===== src/rtl/tdm_pkg.sv =====
// tdm_pkg: shared channel index type and select-pair helpers for the
// tdm_mux4 transmit path.
package tdm_pkg;

    localparam int unsigned NUM_CH = 4;

    typedef logic [1:0] chan_t;

    // Select MSB carried on the output as out_s0.
    function automatic logic chan_s0(input chan_t c);
        return c[1];
    endfunction

    // Select LSB carried on the output as out_s1.
    function automatic logic chan_s1(input chan_t c);
        return c[0];
    endfunction

endpackage


===== src/rtl/rr_arb4.sv =====
// rr_arb4: combinational round-robin grant over four requests, searching
// upward from ptr and wrapping 3 -> 0.
module rr_arb4
    import tdm_pkg::*;
(
    input  logic [NUM_CH-1:0] req,
    input  chan_t             ptr,
    output chan_t             grant,
    output logic              any_req
);

    chan_t idx;

    // Scan offsets from farthest to nearest so the nearest requester wins.
    always_comb begin
        grant   = ptr;
        idx     = ptr;
        any_req = |req;
        for (int unsigned i = NUM_CH; i > 0; i--) begin
            idx = ptr + chan_t'(i - 1);
            if (req[idx]) begin
                grant = idx;
            end
        end
    end

endmodule


===== src/rtl/tdm_mux4.sv =====
// tdm_mux4: four-channel valid/ready time-division multiplexer. Each output
// beat carries its source channel as {out_s0,out_s1}.
// Build option TDM_MUX_FIXED_SLOT_EN: strict fixed-slot TDM (ptr is a slot
// counter) instead of the default round-robin arbitration.
module tdm_mux4
    import tdm_pkg::*;
#(
    parameter int unsigned DATA_W = 1
) (
    input  logic                     clk,
    input  logic                     rst_n,
    input  logic [NUM_CH-1:0]        in_valid,
    input  logic [NUM_CH*DATA_W-1:0] in_data,
    output logic [NUM_CH-1:0]        in_ready,
    output logic                     out_valid,
    output logic [DATA_W-1:0]        out_data,
    output logic                     out_s0,
    output logic                     out_s1,
    input  logic                     out_ready
);

    chan_t ptr;
    chan_t sel;
    logic  load_ok;
    logic  accept;

    // The holding register can take a new beat when empty or draining.
    always_comb begin
        load_ok = !out_valid || out_ready;
    end

`ifdef TDM_MUX_FIXED_SLOT_EN
    // Only the channel owning the current slot is offered the register.
    always_comb begin
        sel      = ptr;
        accept   = rst_n && load_ok && in_valid[ptr];
        in_ready = '0;
        if (rst_n && load_ok) begin
            in_ready[ptr] = 1'b1;
        end
    end
`else
    logic any_req;

    rr_arb4 u_arb (
        .req     (in_valid),
        .ptr     (ptr),
        .grant   (sel),
        .any_req (any_req)
    );

    // Granted channel sees ready whenever the register can load.
    always_comb begin
        accept   = rst_n && load_ok && any_req;
        in_ready = '0;
        if (accept) begin
            in_ready[sel] = 1'b1;
        end
    end
`endif

    // Holding register, valid drain and pointer/slot update.
    always_ff @(posedge clk) begin
        if (!rst_n) begin
            out_valid <= 1'b0;
            out_data  <= '0;
            out_s0    <= 1'b0;
            out_s1    <= 1'b0;
            ptr       <= '0;
        end else begin
            if (accept) begin
                out_valid <= 1'b1;
                out_data  <= in_data[sel*DATA_W +: DATA_W];
                out_s0    <= chan_s0(sel);
                out_s1    <= chan_s1(sel);
            end else if (out_ready) begin
                out_valid <= 1'b0;
            end
`ifdef TDM_MUX_FIXED_SLOT_EN
            if (load_ok) begin
                ptr <= ptr + 2'd1;
            end
`else
            if (accept) begin
                ptr <= sel + 2'd1;
            end
`endif
        end
    end

endmodule


===== config.mk =====
export PLATFORM = sky130hd
export DESIGN_NAME = tdm_mux4
export DESIGN_NICKNAME = d
export VERILOG_FILES = /design/src/rtl/tdm_pkg.sv /design/src/rtl/rr_arb4.sv /design/src/rtl/tdm_mux4.sv
export SDC_FILE = /design/constraint.sdc
export NUM_CORES = 1
export LEC_CHECK = 0
export ABC_CLOCK_PERIOD_IN_PS = 1580
export BUFFER_PORTS_ARGS = -buffer_cell sky130_fd_sc_hd__buf_2
export CAP_MARGIN = 20
export CORE_AREA = 8 8 45 47
export DETAILED_ROUTE_END_ITERATION = 8
export DIE_AREA = 0 0 53 55
export SETUP_SLACK_MARGIN = 0.3
export SYNTH_ARGS = -nofsm -noshare
export SYNTH_HDL_FRONTEND = slang
export SYNTH_SLANG_ARGS = --single-unit
export TNS_END_PERCENT = 30

===== constraint.sdc =====
create_clock -name clk -period 1.58 [get_ports clk]
set_input_delay 0.079 -clock clk [delete_from_list [all_inputs] [get_ports clk]]
set_output_delay 0.079 -clock clk [all_outputs]
set_load 0.05 [all_outputs]

==> results.toml, run 1 <==
[placement]
io_buffers = 18
dp_hpwl_um = 945
dpl_cell_area_um2 = 635.6
gp_congestion = 0.8063

[worst_hold_path]
hold_end = "out_valid"
hold_path.class = "in -> reg"
hold_path_depth = 3
hp-start = "rst_n"

[global_route]
grt_most_used_layer = "met2"
grt-ovfl-total = 0
grt_max_degree = 15
grt_use_met1_pct = 11.72
grt_antenna_before_repair = 0
grt_util_met3_pct = 2.941
use_met2_pct = 16.80
grt_pass1_wl_um = 2194
grt_use_total_pct = 10.01
grt_pass1_vias = 512

[routing]
drtAntennaViolNets = 0
vias = 472
vias_per_cell = 5.021
post-route-drc-count = 0
drt-total-wl_um = 1248
drt_iter0_drc = 3
wire_per_inst_um = 13.28
firstDrtPassIters = 4

[synthesis]
ys_ff_latch = 6
synth_top_family_by_area = "compound AO/OA/AOI/OAI gates"
synth_cell_types = 28
synthMuxAreaShare_pct = 0
avgSynthCellArea_um2 = 8.464
synth_fa_ha_area_share_pct = 0
synth_simple_gate_area_share_pct = 29.57
synthesis.area_um2 = 431.7
yosysWarnings = 0
yosysSeqAreaShare_pct = 27.83
synth-xor-area-share_pct = 2.029
synth_compound_area_share_pct = 35.36
synthCells = 51
synth_nets = 62

[worst_setup_path]
criticalPathCategory = "reg -> out"
r2r_end = "out_data"
crit_slowest_cell = "dfxtp_2"
r2r_slack_ps = 0
r2r-start = "ptr[0]"
slowest_delay_ps = 330
worstPathBufferInverterCount = 1
cp_top_family = "simple AND/OR/NAND/NOR gates"
critPathRequiredTime_ps = 1500
path_cells = "and2b_1 > o21ai_0 > nand3_2 > nor3b_4 > buf_6"
worstPathArrival_ps = 1650
path_max_fanout = 3
crit_path_start_kind = "flip-flop"
worstSetupStartpoint = "ptr[0]"
reg2regPathDepth = 7
critPathCaptureType = "primary output"

[power_and_ir_drop]
ir_drop_mv = 0.4889
leakage_nw = 0.3175
powerDensity_nw_per_um2 = 1227

[clocking]
cts-root-buf = "clkbuf_4"
path_clk_slew_ps = 50
clockBufferDepth = 2
numCtsBuffers = 3
clk_latency_ps = 240
numClockSinks = 6
cts_tree = "done"
cts_max_level = 1

[status]
violations = "negative setup slack"
status = "finished with violations"

[layout]
diodes = 0
drive_gt1_share_pct = 52.56
fillers = 141
syn_to_final_growth_pct = 64.35
design_area_um2 = 709.4
final_net_count = 91
final_cell_mix = "14 x buf_2, 6 x buf_4, 5 x o21ai_0, 5 x nand3_1"
final_common_cell = "buf_2"

[floorplanning]
die-area_um2 = 2915
die_w_um = 53
fp.dieH_um = 55
start_util_pct = 31.19
pin_count = 19
num_rows = 14
core_area_um2 = 1384

[timing]
hold_viol = 0
hold_ws_ps = 125.7
setup_violations = 5
fin_crit_sh_pct = 109.3
clock_skew_ps = 3.624
drv_slew = 0
timing.fmax_ghz = 0.5792
rsz0062_at_grt = "yes"
slew_headroom_pct = 78.39
period_minus_slack_ps = 1727
worstMarginPinSlew_ps = 323.6
fin_ws_ps = -146.6

[flow_run]
cap_violations = 0
[worst reg2reg max path, delay by kind of cell, from the launching register on]
| family | cells | cell delay [ps] |
|---|---|---|
| AND/OR/NAND/NOR | 1 | 200 |
| buffers and inverters | 2 | 260 |
| AO/OA/AOI/OAI | 4 | 680 |
| flip-flops | 1 | 330 |
[where the power goes]
group	internal, W	total, W	switching (W)
registers	0.000190	0.000226	0.0000362
logic	0.000215	0.000507	0.000291
clock network	0.0000857	0.000137	0.0000517
[sequential cells by signal (all words and copies together), names as in the netlist]
| signal | count |
|---|---|
| ptr | 2 |
| out_data | 1 |
| out_s0 | 1 |
| out_s1 | 1 |
| out_valid | 1 |
[logic make-up after synthesis]
logic type | count (synthesis)
simple gates | 21
compound gates | 19
flops | 6
buf+inv | 4
xor+xnor | 1
[routing by layer]
layer | vias up | wire length [µm]
met5 | - | 0
met4 | 0 | 0
met3 | 0 | 69
met2 | 12 | 624
met1 | 213 | 554
li1 | 247 | -
[how the worst max path moves through the flow]
stage	to	slack [ps]	cells after the start
global placement	in_ready[3]	5	6
detailed placement	in_ready[3]	10	6
finish	in_ready[1]	-150	5
floorplan	in_ready[0]	-90	4
global route	in_ready[1]	-260	5
CTS	in_ready[1]	-150	5
[timing repair]
item / CTS / global route
hold buffers: 0 / 0
setup endpoints to repair: 8 / 9
pin swaps: 1 / 1
buffers inserted: 1 / 0
gates resized for setup: 12 / 0
gates cloned: 0 / 0
[metrics by stage]
step | power [W] | setup slack (ps) | cells | util, % | TNS, ps
6_report | 0.0008706 | -146.6 | 94 | 51.27 | -544.0
5_1_grt | 0.0009345 | -264.1 | 94 | 51.27 | -1078
4_1_cts | 0.0008776 | -147.1 | 94 | 51.27 | -533.1
3_5_place_dp | 0.0006876 | 9.678 | 90 | 45.93 | 0
3_3_place_gp | 0.0006870 | 5.251 | 90 | 45.93 | 0
2_1_floorplan | 0.0005442 | -87.77 | 51 | - | -175.5
[synthesized netlist by cell type, drive strengths merged]
cell type	n	area, µm²
a211o	1	8.760
xnor2	1	8.760
inv	3	11.26
nor2b	2	12.51
o31a	1	8.760
nand2b	1	6.260
o211a	1	10.01
o311ai	1	16.27
nand4	1	6.260
a211oi	1	7.510
a21o	1	7.510
nor2	3	11.26
o22ai	1	20.02
dfxtp	6	120.1
nand3	6	30.03
nor3	3	20.02
a31oi	1	6.260
and2b	1	7.510
a21oi	2	10.01
or2	1	6.260
o21ai	6	30.02
o31ai	1	12.51
o21a	2	15.01
nor3b	3	27.52
buf	1	11.26
[cell type report]
cell class	count	area [µm²]	area share (%)
inverters	3	11.26	1.587
multi-input cells	41	350.3	49.38
clock buffers	3	22.52	3.175
well taps	16	20.02	2.822
repair buffers	25	180.2	25.40
flip-flops and latches	6	125.1	17.64
No activity file was read; power rests on OpenSTA's default activity.
==> inputs of run 2 (changes only) <==
ABC_CLOCK_PERIOD_IN_PS = 1800   (was 1580)
CORE_AREA = 2 2 39 41   (was 8 8 45 47)
DIE_AREA = 0 0 41 43   (was 0 0 53 55)
RECOVER_POWER = 100   (was default)
clock period = 1.8 ns   (was 1.58 ns; I/O delays follow)
==> results.toml, run 2 (synthesized netlist as in run 1, its figures left out) <==
[status]
status = "finished, final reports clean"

[worst_setup_path]
r2r-start = "ptr[0]"
slowest_delay_ps = 330
worstSetupStartpoint = "ptr[0]"
criticalPathCategory = "reg -> out"
crit_path_start_kind = "flip-flop"
path_max_fanout = 5
critPathCaptureType = "primary output"
path_cells = "and2b_1 > a211o_1 > o22ai_4 > buf_4 > nor3_4 > buf_4"
worstPathArrival_ps = 1690
crit_slowest_cell = "dfxtp_2"
critPathRequiredTime_ps = 1710
crit_top_cell = "buf_4"

[power_and_ir_drop]
leakage_nw = 0.2768
powerDensity_nw_per_um2 = 1078
ir_drop_mv = 0.5761

[timing]
rsz0062_at_grt = "yes"
period_minus_slack_ps = 1780
clock_skew_ps = 2.510
hold_viol = 0
slew_headroom_pct = 59.90
worstMarginPinSlew_ps = 604.0
setup-tns-final_ps = 0
setup_violations = 0
drv_slew = 0
fin_crit_sh_pct = 98.89
timing.fmax_ghz = 0.5618

[clocking]
clk_latency_ps = 240
numCtsBuffers = 3
cts-root-buf = "clkbuf_4"
post_cts_buffers = 0
clockBufferDepth = 2
path_clk_slew_ps = 40
numClockSinks = 6
cts_tree = "done"
cts_max_level = 1

[routing]
drt-total-wl_um = 1030
vias_per_cell = 5.156
firstDrtPassIters = 2
drt_iter0_drc = 7
vias = 464
wire_per_inst_um = 11.44
drtAntennaViolNets = 0
post-route-drc-count = 0

[floorplanning]
pin_count = 19
core_area_um2 = 1384
start_util_pct = 31.19
die-area_um2 = 1763
fp.dieH_um = 43
num_rows = 14
die_w_um = 41

[layout]
final_common_cell = "buf_2"
diodes = 0
design_area_um2 = 649.4
fillers = 151
largest_register_ff_count = 2
multiInputGateArea_um2 = 345.3
regMostFlops = "ptr"
regArea_um2 = 125.1
final_cell_mix = "10 x buf_2, 5 x nand3_1"
final_net_count = 87
syn_to_final_growth_pct = 50.43
drive_gt1_share_pct = 43.24

[global_route]
grt_antenna_before_repair = 0
grt_pass1_vias = 393
grt-ovfl-total = 0
grt_pass1_wl_um = 1614
grt_max_degree = 15
grt_use_total_pct = 13.96

[placement]
dpl_cell_area_um2 = 599.3
dp_hpwl_um = 842.9
io_buffers = 18
gp_congestion = 0.8934

[flow_run]
cap_violations = 0

[worst_hold_path]
hp-start = "rst_n"
hold_path.class = "in -> reg"
run 2: changes by cell type in the layout (fill, tap and decap cells not counted), moves of 2 or more:
cell      before  now
buf_2         14   10
buf_4          6    4
buf_6          4    2
clkbuf_1       0    4
run 2: where the power goes:
group,internal [W],switching (W),total (W)
Sequential,0.000167,0.0000295,0.000197
Combinational,0.000147,0.000238,0.000385
Clock,0.0000751,0.0000436,0.000119
Total,0.000389,0.000312,0.000700
run 2: worst max-delay path, delay by kind of cell (launching register included):
kind                   cells  cell delay (ps)
flip-flops                 1              330
AND/OR/NAND/NOR            2              240
AO/OA/AOI/OAI              2              500
buffers and inverters      2              380
run 2: per-layer routing:
metal	share of wire (%)	up-vias	GRT usage, %	wire (µm)
li1	-	240	-	-
met1	45	210	16.40	463
met2	47	12	20.00	487
met3	6.5	2	7.853	67
met4	1.2	0	6.000	12
met5	0	-	0	0
run 2: path summary, 6_finish.rpt:
path,slack [ps],to,cells after the start
worst max-delay path,20,in_ready[3],6
worst min-delay path,140,out_valid,3
worst max register to register,250,out_data,6
worst min register to register,470,out_s1,2
run 2: area by class of cell:
cell class	instances	area share [%]
multi-input cells	41	53.18
inverters	3	1.734
well taps	16	3.083
clock buffers	3	3.468
repair buffers	21	19.27
flip-flops and latches	6	19.27
run 2: metrics by stage:
stage / utilization (%) / hold slack [ps] / std cells / worst slack [ps] / power, W
6_report: 46.93 / 143.4 / 90 / 20.05 / 0.0007002
5_1_grt: 46.93 / 161.3 / 90 / -64.97 / 0.0007523
4_1_cts: 46.93 / 129.6 / 90 / 5.770 / 0.0007085
3_5_place_dp: 43.31 / 384.1 / 87 / 117.3 / 0.0005655
3_3_place_gp: 43.31 / 389.9 / 87 / 120.6 / 0.0005646
2_1_floorplan: - / 199.3 / 51 / 108.3 / 0.0004767
run 2: what timing repair did:
item,4_1_cts,5_1_grt
hold buffers,0,0
setup endpoints to repair,6,7
gates resized for setup,10,2
